<file path="src/rtl/spi_pkg.sv">
// Constants and helpers shared by the SPI master and slave: byte width,
// bit-counter width, FSM encoding and the mode-0 clock polarity/phase.
package spi_pkg;

    localparam int unsigned SPI_BYTE_W = 8;
    localparam int unsigned SPI_CNT_W  = 3;

    localparam logic [0:0] ST_IDLE   = 1'b0;
    localparam logic [0:0] ST_ACTIVE = 1'b1;

    localparam logic SPI_CPOL = 1'b0;
    localparam logic SPI_CPHA = 1'b0;

    localparam logic [SPI_CNT_W-1:0] SPI_LAST_BIT = SPI_CNT_W'(SPI_BYTE_W - 1);

    // Byte loaded into the tx shifter: buffered byte if present, else the filler.
    function automatic logic [SPI_BYTE_W-1:0] spi_tx_pick(
        input logic                  full,
        input logic [SPI_BYTE_W-1:0] data,
        input logic [SPI_BYTE_W-1:0] dflt
    );
        return full ? data : dflt;
    endfunction

endpackage

</file>
<file path="src/rtl/spi_slave_sync.sv">
// Multi-flop synchroniser for one asynchronous SPI pin, with registered
// rise/fall pulses derived from the last two synchronised samples.
module spi_slave_sync #(
    parameter int unsigned SYNC_STAGES = 2,
    parameter logic        RESET_VAL   = 1'b0
) (
    input  logic clk,
    input  logic rst,
    input  logic din,
    output logic dout,
    output logic rise,
    output logic fall
);

    localparam int unsigned STAGES = (SYNC_STAGES < 2) ? 2 : SYNC_STAGES;

    logic [STAGES-1:0] chain;
    logic              prev;

    always_ff @(posedge clk or posedge rst) begin
        if (rst) begin
            chain <= {STAGES{RESET_VAL}};
            prev  <= RESET_VAL;
            rise  <= 1'b0;
            fall  <= 1'b0;
        end else begin
            chain <= {chain[STAGES-2:0], din};
            prev  <= chain[STAGES-1];
            rise  <= chain[STAGES-1] & ~prev;
            fall  <= ~chain[STAGES-1] & prev;
        end
    end

    assign dout = chain[STAGES-1];

endmodule

</file>
<file path="src/rtl/spi_slave.sv">
// SPI mode-0 responder, MSB first, with a one-deep tx buffer.
// Optional sticky underrun/overrun status under SPI_SLAVE_STATUS_EN.
module spi_slave
    import spi_pkg::*;
#(
    parameter int unsigned            SYNC_STAGES = 2,
    parameter logic [SPI_BYTE_W-1:0]  DEFAULT_TX  = 8'hFF
) (
    input  logic                  clk,
    input  logic                  rst,
    input  logic                  sck,
    input  logic                  ss_n,
    input  logic                  mosi,
    output logic                  miso,
    output logic                  miso_oe,
    input  logic [SPI_BYTE_W-1:0] tx_data,
    input  logic                  tx_valid,
    output logic                  tx_ready,
    output logic [SPI_BYTE_W-1:0] data_out,
    output logic                  new_data,
`ifdef SPI_SLAVE_STATUS_EN
    input  logic                  status_clr,
    output logic                  underrun,
    output logic                  overrun,
`endif
    output logic                  busy
);

    logic sck_rise, sck_fall, sck_s_unused;
    logic ss_rise, ss_fall, ss_s_unused;
    logic mosi_s, mosi_rise_unused, mosi_fall_unused;

    spi_slave_sync #(.SYNC_STAGES(SYNC_STAGES), .RESET_VAL(SPI_CPOL)) u_sync_sck (
        .clk(clk), .rst(rst), .din(sck),
        .dout(sck_s_unused), .rise(sck_rise), .fall(sck_fall)
    );

    spi_slave_sync #(.SYNC_STAGES(SYNC_STAGES), .RESET_VAL(1'b1)) u_sync_ss (
        .clk(clk), .rst(rst), .din(ss_n),
        .dout(ss_s_unused), .rise(ss_rise), .fall(ss_fall)
    );

    spi_slave_sync #(.SYNC_STAGES(SYNC_STAGES), .RESET_VAL(1'b0)) u_sync_mosi (
        .clk(clk), .rst(rst), .din(mosi),
        .dout(mosi_s), .rise(mosi_rise_unused), .fall(mosi_fall_unused)
    );

    // Sample on the leading edge and shift on the trailing edge in mode 0.
    logic sck_sample, sck_shift;
    assign sck_sample = (SPI_CPOL == SPI_CPHA) ? sck_rise : sck_fall;
    assign sck_shift  = (SPI_CPOL == SPI_CPHA) ? sck_fall : sck_rise;

    logic [0:0]            state, state_n;
    logic [SPI_CNT_W-1:0]  bit_cnt, bit_cnt_n;
    logic [SPI_BYTE_W-2:0] rx_shift, rx_shift_n;
    logic [SPI_BYTE_W-1:0] tx_shift, tx_shift_n;
    logic [SPI_BYTE_W-1:0] tx_buf, tx_buf_n;
    logic                  tx_ready_n;
    logic [SPI_BYTE_W-1:0] data_out_n;
    logic                  new_data_n;
    logic                  load;
    logic                  boundary;

    // Next-state: frame control, shifting, byte completion and tx buffer handshake.
    always_comb begin
        state_n    = state;
        bit_cnt_n  = bit_cnt;
        rx_shift_n = rx_shift;
        tx_shift_n = tx_shift;
        tx_buf_n   = tx_buf;
        tx_ready_n = tx_ready;
        data_out_n = data_out;
        new_data_n = 1'b0;
        load       = 1'b0;
        boundary   = 1'b0;

        case (state)
            ST_IDLE: begin
                if (ss_fall) begin
                    state_n   = ST_ACTIVE;
                    bit_cnt_n = '0;
                    load      = 1'b1;
                end
            end
            ST_ACTIVE: begin
                if (ss_rise) begin
                    state_n = ST_IDLE;
                end else if (sck_sample) begin
                    rx_shift_n = {rx_shift[SPI_BYTE_W-3:0], mosi_s};
                    bit_cnt_n  = bit_cnt + SPI_CNT_W'(1);
                    if (bit_cnt == SPI_LAST_BIT) begin
                        data_out_n = {rx_shift, mosi_s};
                        new_data_n = 1'b1;
                    end
                end else if (sck_shift) begin
                    if (bit_cnt == '0) begin
                        load     = 1'b1;
                        boundary = 1'b1;
                    end else begin
                        tx_shift_n = {tx_shift[SPI_BYTE_W-2:0], 1'b0};
                    end
                end
            end
            default: state_n = ST_IDLE;
        endcase

        // A load in the same cycle as an accept sees the buffer still empty.
        if (load) begin
            tx_shift_n = spi_tx_pick(~tx_ready, tx_buf, DEFAULT_TX);
            tx_ready_n = 1'b1;
        end
        if (tx_valid && tx_ready) begin
            tx_buf_n   = tx_data;
            tx_ready_n = 1'b0;
        end
    end

    always_ff @(posedge clk or posedge rst) begin
        if (rst) begin
            state    <= ST_IDLE;
            bit_cnt  <= '0;
            rx_shift <= '0;
            tx_shift <= '0;
            tx_buf   <= '0;
            tx_ready <= 1'b1;
            data_out <= '0;
            new_data <= 1'b0;
            busy     <= 1'b0;
            miso_oe  <= 1'b0;
        end else begin
            state    <= state_n;
            bit_cnt  <= bit_cnt_n;
            rx_shift <= rx_shift_n;
            tx_shift <= tx_shift_n;
            tx_buf   <= tx_buf_n;
            tx_ready <= tx_ready_n;
            data_out <= data_out_n;
            new_data <= new_data_n;
            busy     <= (state_n == ST_ACTIVE);
            miso_oe  <= (state_n == ST_ACTIVE);
        end
    end

    assign miso = tx_shift[SPI_BYTE_W-1];

`ifdef SPI_SLAVE_STATUS_EN
    logic rx_pending;

    // Sticky flags; a set in the same cycle as status_clr takes precedence.
    always_ff @(posedge clk or posedge rst) begin
        if (rst) begin
            underrun   <= 1'b0;
            overrun    <= 1'b0;
            rx_pending <= 1'b0;
        end else begin
            if (status_clr) begin
                underrun   <= 1'b0;
                overrun    <= 1'b0;
                rx_pending <= 1'b0;
            end
            if (boundary && tx_ready) begin
                underrun <= 1'b1;
            end
            if (new_data_n) begin
                rx_pending <= 1'b1;
                if (rx_pending && !status_clr) begin
                    overrun <= 1'b1;
                end
            end
        end
    end
`endif

endmodule

</file>
<file path="config.mk">
export PLATFORM = sky130hd
export DESIGN_NAME = spi_slave
export DESIGN_NICKNAME = d
export VERILOG_FILES = /design/src/rtl/spi_pkg.sv /design/src/rtl/spi_slave_sync.sv /design/src/rtl/spi_slave.sv
export SDC_FILE = /design/constraint.sdc
export NUM_CORES = 1
export LEC_CHECK = 0
export BUFFER_PORTS_ARGS = -buffer_cell sky130_fd_sc_hd__clkbuf_2
export CAP_MARGIN = 40
export CORE_ASPECT_RATIO = 0.9
export CORE_MARGIN = 4
export CORE_UTILIZATION = 50
export DETAILED_ROUTE_END_ITERATION = 10
export GPL_TIMING_DRIVEN = 0
export PLACE_DENSITY = 0.71
export SETUP_SLACK_MARGIN = 0.3
export SLEW_MARGIN = 20
export SYNTH_ARGS = -nofsm -noshare
export SYNTH_HDL_FRONTEND = slang
export SYNTH_SLANG_ARGS = --single-unit
</file>
<file path="constraint.sdc">
create_clock -name clk -period 1.85 [get_ports clk]
set_input_delay 0.37 -clock clk [delete_from_list [all_inputs] [get_ports clk]]
set_output_delay 0.37 -clock clk [all_outputs]
set_load 0.01 [all_outputs]
</file>
==> impl_metrics.toml <==
[pwr]
power_uw = 2550
switching_share_pct = 26.9
comb_power_share_pct = 20.2
seqPwrFrac_pct = 57.3
vdd_drop_max_mv = 0.775
p_leak_uw = 0.00113
p_sw_uw = 688
p_int_uw = 1870
powerDensity_nw_per_um2 = 1130
p_clk_share_pct = 22.5

[clock_tree]
cts.clk_slew.worst_paths_ps = 80
holdBufCountCts = 0
htree_levels = 2
clock_latency_ps = 290
clock_path_buffers = 2
root_buffer = "clkbuf_8"
cts_made_buffers = 5
clkSinkCount = 49
cts_tree = "yes"

[timing]
fmaxAchievable_mhz = 653
rsz0062_at_grt = "true"
period_minus_slack_ps = 1530
hold_viol = 0
clock_skew_ps = 5.26
setup-violations-final = 0
tightest_slew_ps = 457
finalCritPeriodShare_pct = 82.8
slew_headroom_pct = 69.5
whs_ps = 43.2
slew_violations = 0

[grt]
top_usage_layer = "met2"
grt_start_max_net_pins = 32
track_usage_pct = 14.7
grt_use_met1_pct = 19.2
grtUsageMet2_pct = 23.1
grt_use_met3_pct = 4.71
grt-ovfl-total = 0
grt_pass1_wl_um = 5380
grt_pass1_vias = 1185
antenna_found_initial = 0

[final_layout]
final_cell_mix = "dfrtp_1, nand2_1, clkbuf_2"
nNetsFinal = 204
final_common_cell = "dfrtp_1"
num_antenna_cells = 0
area_delta_synth_final_pct = 19.7
layout-drive-gt1-share_pct = 38.8

[drt]
drtIter0Drc = 45
drc = 0
firstDrtPassIters = 4
ant_nets = 0
wirelength_um = 3170
routed_via_density = 5.22
wire_per_inst_um = 13.7
route.vias.total = 1211

[status]
status = "complete, no violations"

[yosys]
syn_inst = 146
synthDominantCellAreaShare_pct = 59.4
yosysWarnings = 0
netlist_area_um2 = 1890
syn_area_per_cell_um2 = 13.0
synth.yosys.seq_area_share_pct = 65.0
syn_nets = 163
synthTopCellsByArea = "dfrtp_1, mux2_2, dfstp_2"
synthDistinctLibCells = 25
synth_seq_cells = 49
synth_top_area_cell = "dfrtp_1"

[placed_design]
portBuffers = 26
place.detailed.hpwl_um = 2200
gp_congestion = 0.779

[setup_path]
worstPathMaxFanout = 8
reg2reg_depth = 7
crit_required_ps = 2000
worstSetupPathType = "flip-flop to flip-flop"
crit_path_max_incr_delay_ps = 390
crit_chain = "inv_1, ha_1, nor2b_4, a21boi_2, or2_1, buf_6, a2bb2oi_1"
startpoint_type = "flip-flop"
arrival_ps = 1680
cp_slowest_cell = "dfrtp_1"
worst_setup_path_end_kind = "flip-flop"

[die]
boundaryPins = 27
die_y_um = 66.4
die_w_um = 72.9
core-area_um2 = 3500
rows = 20
start_util_pct = 54.1
dieArea_um2 = 4840

[run]
drv_cap = 0

[worst_hold_path]
hold_class = "primary input to async pin"
-- kinds of logic (layout without fill, tap and decap cells) --
family          Yosys count  in the layout  share of synthesized area (%)
compound gates           18             18                           6.47
fa+ha+maj                 3              3                           1.98
buf+inv                   9             50                           2.05
flops                    49             49                           65.0
mux                      17             17                           10.0
simple gates             50             51                           14.5
-- routing by layer --
layer / share of wire (%) / routed length [um] / vias to the layer above
met5: 0 / 0 / -
met4: 0.41 / 13 / 0
met3: 5.2 / 165 / 2
met2: 51 / 1620 / 25
met1: 43 / 1370 / 607
li1: - / - / 577
-- synth_stat cells --
| library cell | n |
|---|---|
| dfrtp_1 | 45 |
| nand2_1 | 26 |
| mux2_2 | 16 |
| o21ai_0 | 10 |
| a2bb2oi_1 | 7 |
| or3_1 | 7 |
| nor2b_1 | 5 |
| dfstp_2 | 4 |
| inv_1 | 4 |
| nand3_1 | 4 |
| ha_1 | 3 |
| clkbuf_1 | 2 |
| a21boi_2 | 1 |
| and4bb_4 | 1 |
| buf_2 | 1 |
| buf_4 | 1 |
| inv_2 | 1 |
| mux2i_1 | 1 |
| nand2_4 | 1 |
| nand2b_1 | 1 |
| nand3b_1 | 1 |
| nand4bb_1 | 1 |
| nor2_1 | 1 |
| nor3b_4 | 1 |
| or2_1 | 1 |
-- sequential cells by signal (all words and copies together), names as in the netlist --
name,flops
u_sync_mosi.chain,2
u_sync_sck.rise,1
bit_cnt,3
tx_buf,8
state,1
u_sync_sck.chain,2
data_out,8
tx_ready,1
u_sync_sck.fall,1
u_sync_ss.fall,1
u_sync_sck.prev,1
tx_shift,8
u_sync_ss.rise,1
new_data,1
u_sync_ss.prev,1
u_sync_ss.chain,2
rx_shift,7
-- final timing paths --
kind / to / slack, ps / startpoint
max reg2reg: tx_shift[2] / 320 / bit_cnt[0]
max in group asynchronous: tx_ready / 1240 / rst
min in group clk: u_sync_ss.chain[0] / 150 / ss_n
min: data_out[0] / 40 / rst
max: tx_shift[2] / 320 / bit_cnt[0]
min reg2reg: u_sync_mosi.chain[1] / 360 / u_sync_mosi.chain[0]
-- cell type report --
cell class	count	area (um^2)
plain buffers	4	26.3
clock buffers	6	72.6
well taps	44	55.1
flip-flops and latches	49	1230
clock inverters	2	10.0
repair buffers	33	195
inverters	5	18.8
fillers	301	1240
multi-input cells	89	657
-- power groups by stage --
stage               Clock (uW)  Sequential, uW  Combinational (uW)
floorplan                    0            1450                 346
global placement             0            1470                 428
detailed placement           0            1480                 468
CTS                        600            1460                 508
global route               653            1490                 597
finish                     574            1460                 517
-- per-stage QoR --
stage	setup WS (ps)	area (um^2)	TNS [ps]	utilization (%)	std cells
after floorplan	309	1890	0	-	146
after global placement	-153	2080	-6810	59.4	216
after detailed placement	45.7	2100	0	59.9	217
after CTS	299	2220	0	63.3	228
after global routing	234	2270	0	64.7	232
final	319	2270	0	64.7	232
-- what timing repair did --
item / CTS / global route
setup endpoints to repair: 15 / 15
endpoints found under the hold margin: 0 / 0
buffers inserted: 3 / 3
cloned: 0 / 1
gates resized for setup: 3 / 6
pin swaps: 2 / 2
-- critical path, delay by kind of cell, from the launching register on --
family / cells / cell delay [ps]
and+or+nand+nor: 2 / 440
DFF: 1 / 390
AOI/OAI and AO/OA: 2 / 220
buffers and inverters: 2 / 210
adders and majority gates: 1 / 140
(Power assumes the default switching activity.)
